<file path="src/rtl/btb_update_scheduler_pkg.sv">
// Shared sizes and state encoding for the BTB update scheduler.
// Optional statistics outputs are enabled by defining BTB_UPD_STATS_EN.
package btb_update_scheduler_pkg;

   localparam int unsigned WORD_SIZE = 16;
   localparam int unsigned IDX_SIZE  = 8;
   localparam int unsigned TAG_SIZE  = WORD_SIZE - IDX_SIZE;

   typedef enum logic {
      ST_CLEAR = 1'b0,
      ST_RUN   = 1'b1
   } state_e;

   // Queue entry layout: {pc, target, taken, mispredict}
   function automatic int unsigned entry_bits(input int unsigned word_bits);
      return 2 * word_bits + 2;
   endfunction

endpackage

</file>
<file path="src/rtl/btb_upd_fifo.sv">
// DEPTH-entry update queue with two ordered push ports (push0 is older) and one pop.
// Exposes the occupancy count and a view of the head entry.
module btb_upd_fifo
   import btb_update_scheduler_pkg::*;
#(
   parameter int unsigned EBITS = 34,
   parameter int unsigned DEPTH = 4
) (
   input  logic                       clk,
   input  logic                       reset,
   input  logic                       push0_i,
   input  logic [EBITS-1:0]           entry0_i,
   input  logic                       push1_i,
   input  logic [EBITS-1:0]           entry1_i,
   input  logic                       pop_i,
   output logic [EBITS-1:0]           head_o,
   output logic [$clog2(DEPTH):0]     count_o
);

   localparam int unsigned PW = $clog2(DEPTH);
   localparam int unsigned CW = PW + 1;

   logic [EBITS-1:0] mem_q [DEPTH];
   logic [PW-1:0]    wr_ptr_q, wr_ptr_d;
   logic [PW-1:0]    rd_ptr_q, rd_ptr_d;
   logic [CW-1:0]    count_q, count_d;
   logic [PW-1:0]    wr_ptr1;

   // A lone push1 lands at wr_ptr; behind push0 it takes the following slot.
   assign wr_ptr1 = wr_ptr_q + PW'(push0_i);

   always_comb begin
      wr_ptr_d = wr_ptr_q + PW'(push0_i) + PW'(push1_i);
      rd_ptr_d = rd_ptr_q + PW'(pop_i);
      count_d  = count_q + CW'(push0_i) + CW'(push1_i) - CW'(pop_i);
   end

   always_ff @(posedge clk) begin
      if (reset) begin
         wr_ptr_q <= '0;
         rd_ptr_q <= '0;
         count_q  <= '0;
      end else begin
         wr_ptr_q <= wr_ptr_d;
         rd_ptr_q <= rd_ptr_d;
         count_q  <= count_d;
      end
   end

   always_ff @(posedge clk) begin
      if (push0_i) mem_q[wr_ptr_q] <= entry0_i;
      if (push1_i) mem_q[wr_ptr1]  <= entry1_i;
   end

   assign head_o  = mem_q[rd_ptr_q];
   assign count_o = count_q;

endmodule

</file>
<file path="src/rtl/btb_update_scheduler.sv">
// Single owner of the predictor write port: invalidate sweep after reset, then
// queued EX/ID updates issued oldest first. BTB_UPD_STATS_EN adds update counters.
module btb_update_scheduler
   import btb_update_scheduler_pkg::*;
#(
   parameter int unsigned WORD_BITS = WORD_SIZE,
   parameter int unsigned IDX_BITS  = IDX_SIZE,
   parameter int unsigned DEPTH     = 4
) (
   input  logic                          clk,
   input  logic                          reset,
   input  logic                          ex_valid,
   input  logic [WORD_BITS-1:0]          ex_pc,
   input  logic [WORD_BITS-1:0]          ex_target,
   input  logic                          ex_taken,
   input  logic                          ex_mispredict,
   input  logic                          id_valid,
   input  logic [WORD_BITS-1:0]          id_pc,
   input  logic [WORD_BITS-1:0]          id_target,
   input  logic                          id_mispredict,
   output logic                          req_stall,
   output logic                          upd_valid,
   input  logic                          upd_ready,
   output logic [IDX_BITS-1:0]           upd_idx,
   output logic [WORD_BITS-IDX_BITS-1:0] upd_tag,
   output logic [WORD_BITS-1:0]          upd_target,
   output logic                          upd_taken,
   output logic                          upd_mispredict,
   output logic                          upd_clear,
`ifdef BTB_UPD_STATS_EN
   output logic [15:0]                   stat_updates,
   output logic [15:0]                   stat_mispredicts,
`endif
   output logic                          init_done
);

   localparam int unsigned EW = entry_bits(WORD_BITS);
   localparam int unsigned CW = $clog2(DEPTH) + 1;

   state_e               state_q, state_d;
   logic [IDX_BITS-1:0]  clear_ptr_q, clear_ptr_d;
   logic [EW-1:0]        ex_entry, id_entry, head;
   logic [CW-1:0]        count;
   logic                 push_ex, push_id, pop;
   logic [WORD_BITS-1:0] head_pc, head_tgt;
   logic                 head_tk, head_mp;

   assign ex_entry = {ex_pc, ex_target, ex_taken, ex_mispredict};
   assign id_entry = {id_pc, id_target, 1'b1, id_mispredict};
   assign head_pc  = head[EW-1 -: WORD_BITS];
   assign head_tgt = head[WORD_BITS+1 -: WORD_BITS];
   assign head_tk  = head[1];
   assign head_mp  = head[0];

   btb_upd_fifo #(
      .EBITS (EW),
      .DEPTH (DEPTH)
   ) u_fifo (
      .clk      (clk),
      .reset    (reset),
      .push0_i  (push_ex),
      .entry0_i (ex_entry),
      .push1_i  (push_id),
      .entry1_i (id_entry),
      .pop_i    (pop),
      .head_o   (head),
      .count_o  (count)
   );

   // While reset is held every output shows its idle value, even in the first
   // reset cycle when the state register still holds RUN.
   always_comb begin
      state_d        = state_q;
      clear_ptr_d    = clear_ptr_q;
      req_stall      = 1'b1;
      upd_valid      = 1'b0;
      upd_clear      = 1'b0;
      upd_idx        = '0;
      upd_tag        = '0;
      upd_target     = '0;
      upd_taken      = 1'b0;
      upd_mispredict = 1'b0;
      init_done      = 1'b0;
      push_ex        = 1'b0;
      push_id        = 1'b0;
      pop            = 1'b0;
      if (!reset) begin
         case (state_q)
            ST_CLEAR: begin
               upd_valid  = 1'b1;
               upd_clear  = 1'b1;
               upd_idx    = clear_ptr_q;
               upd_tag    = '1;
               upd_target = '1;
               if (upd_ready) begin
                  if (clear_ptr_q == '1) state_d = ST_RUN;
                  else                   clear_ptr_d = clear_ptr_q + 1'b1;
               end
            end
            ST_RUN: begin
               init_done      = 1'b1;
               req_stall      = (count > CW'(DEPTH - 2));
               upd_valid      = (count != '0);
               upd_idx        = head_pc[IDX_BITS-1:0];
               upd_tag        = head_pc[WORD_BITS-1:IDX_BITS];
               upd_target     = head_tgt;
               upd_taken      = head_tk;
               upd_mispredict = head_mp;
               push_ex        = ex_valid & ~req_stall;
               push_id        = id_valid & ~req_stall;
               pop            = upd_valid & upd_ready;
            end
            default: state_d = ST_CLEAR;
         endcase
      end
   end

   always_ff @(posedge clk) begin
      if (reset) begin
         state_q     <= ST_CLEAR;
         clear_ptr_q <= '0;
      end else begin
         state_q     <= state_d;
         clear_ptr_q <= clear_ptr_d;
      end
   end

`ifdef BTB_UPD_STATS_EN
   logic [15:0] stat_upd_q, stat_mis_q;

   always_ff @(posedge clk) begin
      if (reset) begin
         stat_upd_q <= '0;
         stat_mis_q <= '0;
      end else if (pop) begin
         if (stat_upd_q != '1)                  stat_upd_q <= stat_upd_q + 16'd1;
         if (head_mp && (stat_mis_q != '1))     stat_mis_q <= stat_mis_q + 16'd1;
      end
   end

   assign stat_updates     = stat_upd_q;
   assign stat_mispredicts = stat_mis_q;
`endif

endmodule
</file>
<file path="config.mk">
export PLATFORM = sky130hd
export DESIGN_NAME = btb_update_scheduler
export DESIGN_NICKNAME = d
export VERILOG_FILES = /design/src/rtl/btb_update_scheduler_pkg.sv /design/src/rtl/btb_upd_fifo.sv /design/src/rtl/btb_update_scheduler.sv
export SDC_FILE = /design/constraint.sdc
export NUM_CORES = 1
export LEC_CHECK = 0
export ABC_CLOCK_PERIOD_IN_PS = 6200
export BUFFER_PORTS_ARGS = -buffer_cell sky130_fd_sc_hd__buf_2
export CAP_MARGIN = 25
export CORE_MARGIN = 2
export CORE_UTILIZATION = 40
export CTS_CLUSTER_SIZE = 16
export DETAILED_ROUTE_END_ITERATION = 12
export HOLD_SLACK_MARGIN = 0.1
export PLACE_DENSITY = 0.57
export SYNTH_ARGS = -nofsm -noshare
export SYNTH_HDL_FRONTEND = slang
export SYNTH_SLANG_ARGS = --single-unit
</file>
<file path="constraint.sdc">
create_clock -name clk -period 6.2 [get_ports clk]
set_input_delay 0.62 -clock clk [delete_from_list [all_inputs] [get_ports clk]]
set_output_delay 0.62 -clock clk [all_outputs]
set_load 0.05 [all_outputs]
</file>
# Word level (Yosys, flattened, before mapping)
# Memories as Yosys holds them, arrays and structs flattened. A register that Yosys moved wholly into a read port is not among the register bits.
# Cells that the tools add are included.
[classes]
n_addsub = 7
magnitude_cmp = 1
n_eq_ne = 1
n_mux = 32
bitwise = 6
reduce_logical = 2
[op_table]
columns = ["op", "count"]
rows = [
  ["one-hot mux 16 bit (2 select lines)", 1],
  ["one-hot mux 8 bit (2 select lines)", 2],
  ["2-to-1 mux 1 bit", 24],
  ["2-to-1 mux 16 bit", 1],
  ["2-to-1 mux 8 bit", 2],
  ["adder 8 x 1 -> 8 bit, second input constant", 1],
  ["equality test 8 bit, second input constant", 1],
  ["adder 2 x 1 -> 2 bit", 3],
  ["adder 3 x 1 -> 3 bit", 2],
  ["AND 1 bit", 3],
  ["> comparator 3 x 2 -> 1 bit, second input constant", 1],
  ["NOT 1 bit", 3],
  ["AND reduction 3 bit", 1],
  ["nonzero test 3 bit", 1],
  ["subtractor 3 x 1 -> 3 bit", 1],
  ["2-to-1 mux 2 bit", 1],
  ["one-hot mux 1 bit (2 select lines)", 1],
]
[word_totals]
ff_bits = 16
ram_bits = 136
inputBits = 72
out_inout_bits = 38
mem_count = 1
[memory_table]
columns = ["name", "depth", "word_bits", "rd", "rd_ports_with_merged_regs", "wr", "line_no", "text"]
rows = [
  ["u_fifo.mem_q", 4, 34, 1, 1, 2, "btb_upd_fifo.sv:23", "logic [EBITS-1:0] mem_q [DEPTH];"],
]

# Depth between registers and ports, before layout
[depth]
depth_word = 8
depth_mapped = 13
ltp_nobuf = 10

# Hierarchy
# From an unflattened synthesis, not the netlist that was laid out.
[unflattened]
cells_unflattened = 503
hier_area_um2 = 7816.2
[modules_own_cells]
columns = ["mod", "instances", "cells_per_inst", "area_per_inst_um2", "seq_area_each_um2"]
rows = [
  ["btb_upd_fifo", 1, 368, 6971.7, 4224.1],
  ["btb_update_scheduler", 1, 135, 844.6, 180.2],
]

# Worst setup path after synthesis
# Ideal clock, no wire load.
[synth_timing]
path_type = "input to register"
from = "in reset"
to = "mem u_fifo.mem_q[2][0] (enable)"
setup_time_ns = 0.395
arrival_ns = 3.209
required_ns = 5.805
setup_slack_ns = 2.596
stages = 11
cell_sequence = "clkbuf_2 nor2b_1 buf_2 o21a_1 and2_1 ha_1 nor4bb_1 buf_2 o211a_1 buf_2 nand2b_1"
[synth_rtl]
columns = ["item", "line_no", "text"]
rows = [
  ["start: declaration", "btb_update_scheduler.sv:11", "input logic reset,"],
  ["end: declaration", "btb_upd_fifo.sv:23", ""],
]

==> metrics.md <==
| Metric | Value |
|---|---|
| Vias | roughly 7600 |
| Min-delay worst type | reg -> reg |
| Total power | 0.00235 W |
| Die area | 23700 µm² |
| FF+latch count, synth | 152 |
| Sw Ratio | 21.9% |
| Share of cells above drive strength 1 | between 20% and 30% |
| Crit-path max FO | 46 |
| Total negative setup slack | 0 ps |
| Cts hold-fix bufs | 0 |
| Status | finished, final reports clean |
| Clock share of power | 48.2% |
| Rel. slew slack | 26.2% |
| LEAKAGE | 3.15 nW |
| Synth cell types | 41 |
| Combinational group share of total power | 5.2% |
| Final WL | 28.8 mm |
| Maximum clock rate | 237 MHz |
| First-pass GRT wire length | 44.6 mm |
| Max Cap Viol | 0 |
| P_int | between 0.0015 and 0.002 W |
| Post-CTS Resized | 0 |
| Clock buffer depth | 2 |
| Placed cell count | 1072 |
| Drt wl/cell | 26.0 µm |
| Final instance area | approximately 10000 µm² |
| Total overflow reported by the global router | 0 |
| TritonRoute pass-1 iters | 6 |
| Input/output buffers | 109 |
| Critical Path AT | 4330 ps |
| Psw | roughly 0.0005 W |
| Final ANT Viol Nets | 0 |
| Period minus WS final | 4210 ps |
| Largest net degree at the start of global routing | 101 |
| Setup-failing EPs final | 0 |
| Worst Setup End Kind | flop |
| WS Path Type | reg -> reg |
| Worst-margin pin slew | around 1100 ps |
| Clk_skew | 14.5 ps |
| H-tree depth | 4 |
| Period utilization | 67.9% |
| Die W | 154 µm |
| Seq/Total Area, Yosys | 48.5% |
| Number of global-route vias before repair | 7615 |
| Post-DP HPWL | between 15 and 20 mm |
| Cell Area, Synth | 9010 µm² |
| Dpl cell area | 9710 µm² |
| Pwr Density | 226 nW/µm² |
| Worst setup SP type | flop |
| Post-synth EDFFs | 132 |
| Die height | 154 µm |
| # clock sinks | approximately 150 |
| Starting DRT DRC Count | 885 |
| NumNets Final | 894 |
| DRC violation count after routing | 0 |
| Top FF cell, synth | edfxtp_1 |
| Hold Violations, Final | 0 |
| Ys Warns | 0 |
| Asr flop ratio synth | 0% |
| I/O pins | 110 |
| Starting Density | 41.0% |
| Gate Count Post-Synth | 773 |
| Seq pwr share | a little under half |
| Worst Path Required | 6320 ps |
| Non-Filler Instances | 1107 |
| Number of antenna violations at the first check in global routing | 0 |
| Synthesized area per cell | 11.7 µm² |
| Syn_nets | approximately 850 |
| Maximum vdd ir drop | around 0.14 mV |
| Number of placement rows | 54 |
| Area grow syn2layout | 15.9% |
| CTS Buf Count | 17 |
| Slew Viols, Final | 0 |
| GRT Resource Usage Total | 24.5% |
| Unrepaired setup endpoints after global routing | false |
| GPL Wtd Cong | 0.828 |
| Clock transition at path regs | 60 ps |
| TritonCTS clock tree | built |
| Post-layout util | a little under half |
| CTS root buf | clkbuf_16 |
| Setup bufs post-CTS | 0 |
| ANT cells | 0 |
| Clk_lat worst skew | 440 ps |
| DR vias/cell | 6.87 |
| Core Region | 22000 µm² |
worst max-delay path, cell delays in order (launching register included):
cell and delay (ps):
dfxtp_1 330, inv_1 140, ha_4 480, o21a_1 380, and2_1 220, ha_1 220
and4b_2 650, o211a_1 250, buf_4 440, nand2b_2 500, buf_12 260
area by class of cell:
type | instances | area, µm²
Timing Repair Buffer | 137 | 833
Fill cell | 1968 | 11500
Multi-Input combinational cell | 476 | 4110
Inverter | 30 | 113
Clock buffer | 25 | 559
Tap cell | 280 | 350
Clock inverter | 7 | 96.3
Sequential cell | 152 | 4370
worst paths after layout:
check / startpoint / end / slack, ps / cells past startpoint
max: u_fifo.count_o[1] / u_fifo.mem_q[3][30] / 1990 / 10
min: u_fifo.mem_q[1][1] / u_fifo.mem_q[1][1] / 500 / 1
max reg2reg: u_fifo.count_o[1] / u_fifo.mem_q[3][30] / 1990 / 10
min reg2reg: u_fifo.mem_q[1][1] / u_fifo.mem_q[1][1] / 500 / 1
synth_stat cells, types with 4 or more instances:
| master | instances | share of area [%] |
|---|---|---|
| nand2b_1 | 11 | 0.76 |
| a221o_1 | 4 | 0.44 |
| nor2b_1 | 8 | 0.56 |
| buf_2 | 46 | 2.6 |
| clkbuf_1 | 56 | 2.3 |
| dfxtp_1 | 20 | 4.4 |
| o31ai_1 | 133 | 11 |
| nand2_1 | 43 | 1.8 |
| and3_1 | 4 | 0.28 |
| edfxtp_1 | 132 | 44 |
| o211a_1 | 4 | 0.44 |
| a21oi_1 | 28 | 1.6 |
| o211ai_1 | 5 | 0.42 |
| nor3_1 | 4 | 0.22 |
| nor2_1 | 12 | 0.50 |
| ha_1 | 6 | 0.83 |
| mux2i_1 | 5 | 0.56 |
| mux4_2 | 34 | 8.5 |
| buf_1 | 10 | 0.42 |
| o2111ai_1 | 136 | 13 |
| inv_1 | 30 | 1.3 |
| and2_1 | 4 | 0.28 |
| o21ai_0 | 6 | 0.33 |
power groups by stage:
stage                     combinational [W]  sequential, W  clock (W)
after global routing               0.000129        0.00110    0.00119
after global placement             0.000118        0.00112          0
after detailed placement           0.000120        0.00112          0
final                              0.000122        0.00110    0.00113
after floorplan                   0.0000631        0.00112          0
after CTS                          0.000120        0.00110    0.00115
per-stage QoR:
stage / setup slack (ps) / hold WS (ps)
2_1_floorplan: 2600 / 450
3_3_place_gp: 1860 / 475
3_5_place_dp: 1710 / 482
4_1_cts: 1710 / 486
5_1_grt: 1750 / 512
6_report: 1990 / 505
cells in the final DEF, fill, tap and decap left out, types with 5 or more instances in the layout:
cell type	instances
a21oi_1	28
buf_2	109
buf_4	23
clkbuf_16	20
dfxtp_1	17
edfxtp_1	132
ha_1	5
inv_1	30
mux2i_1	5
mux4_2	34
nand2_1	43
nand2b_1	7
nor2_1	12
nor2b_1	8
o2111ai_1	135
o211ai_1	5
o21ai_0	6
o31ai_1	133
cell families after synthesis:
logic type,count (synthesis),share of synthesized area [%]
XOR/XNOR,5,0.486
AND/OR/NAND/NOR,99,5.61
AO/OA/AOI/OAI,325,28.3
buffers and inverters,145,6.78
adder cells (fa/ha/maj),8,1.28
flip-flops,152,48.5
multiplexers,39,9.06
layer usage:
metal,GRT usage (%),vias up,share of wire [%]
met4,9.43,0,2.4
li1,-,3332,-
met2,40.1,439,49
met1,32.7,3772,40
met3,4.06,61,7.9
met5,0,-,0
flip-flops by register name, summed over array words and instances, names as in the netlist:
name / flops
u_fifo.rd_ptr_q: 2
clear_ptr_q: 8
u_fifo.count_o: 3
u_fifo.mem_q: 136
state_q: 1
u_fifo.wr_ptr_q: 2
Power figures use the tool's default switching activity.
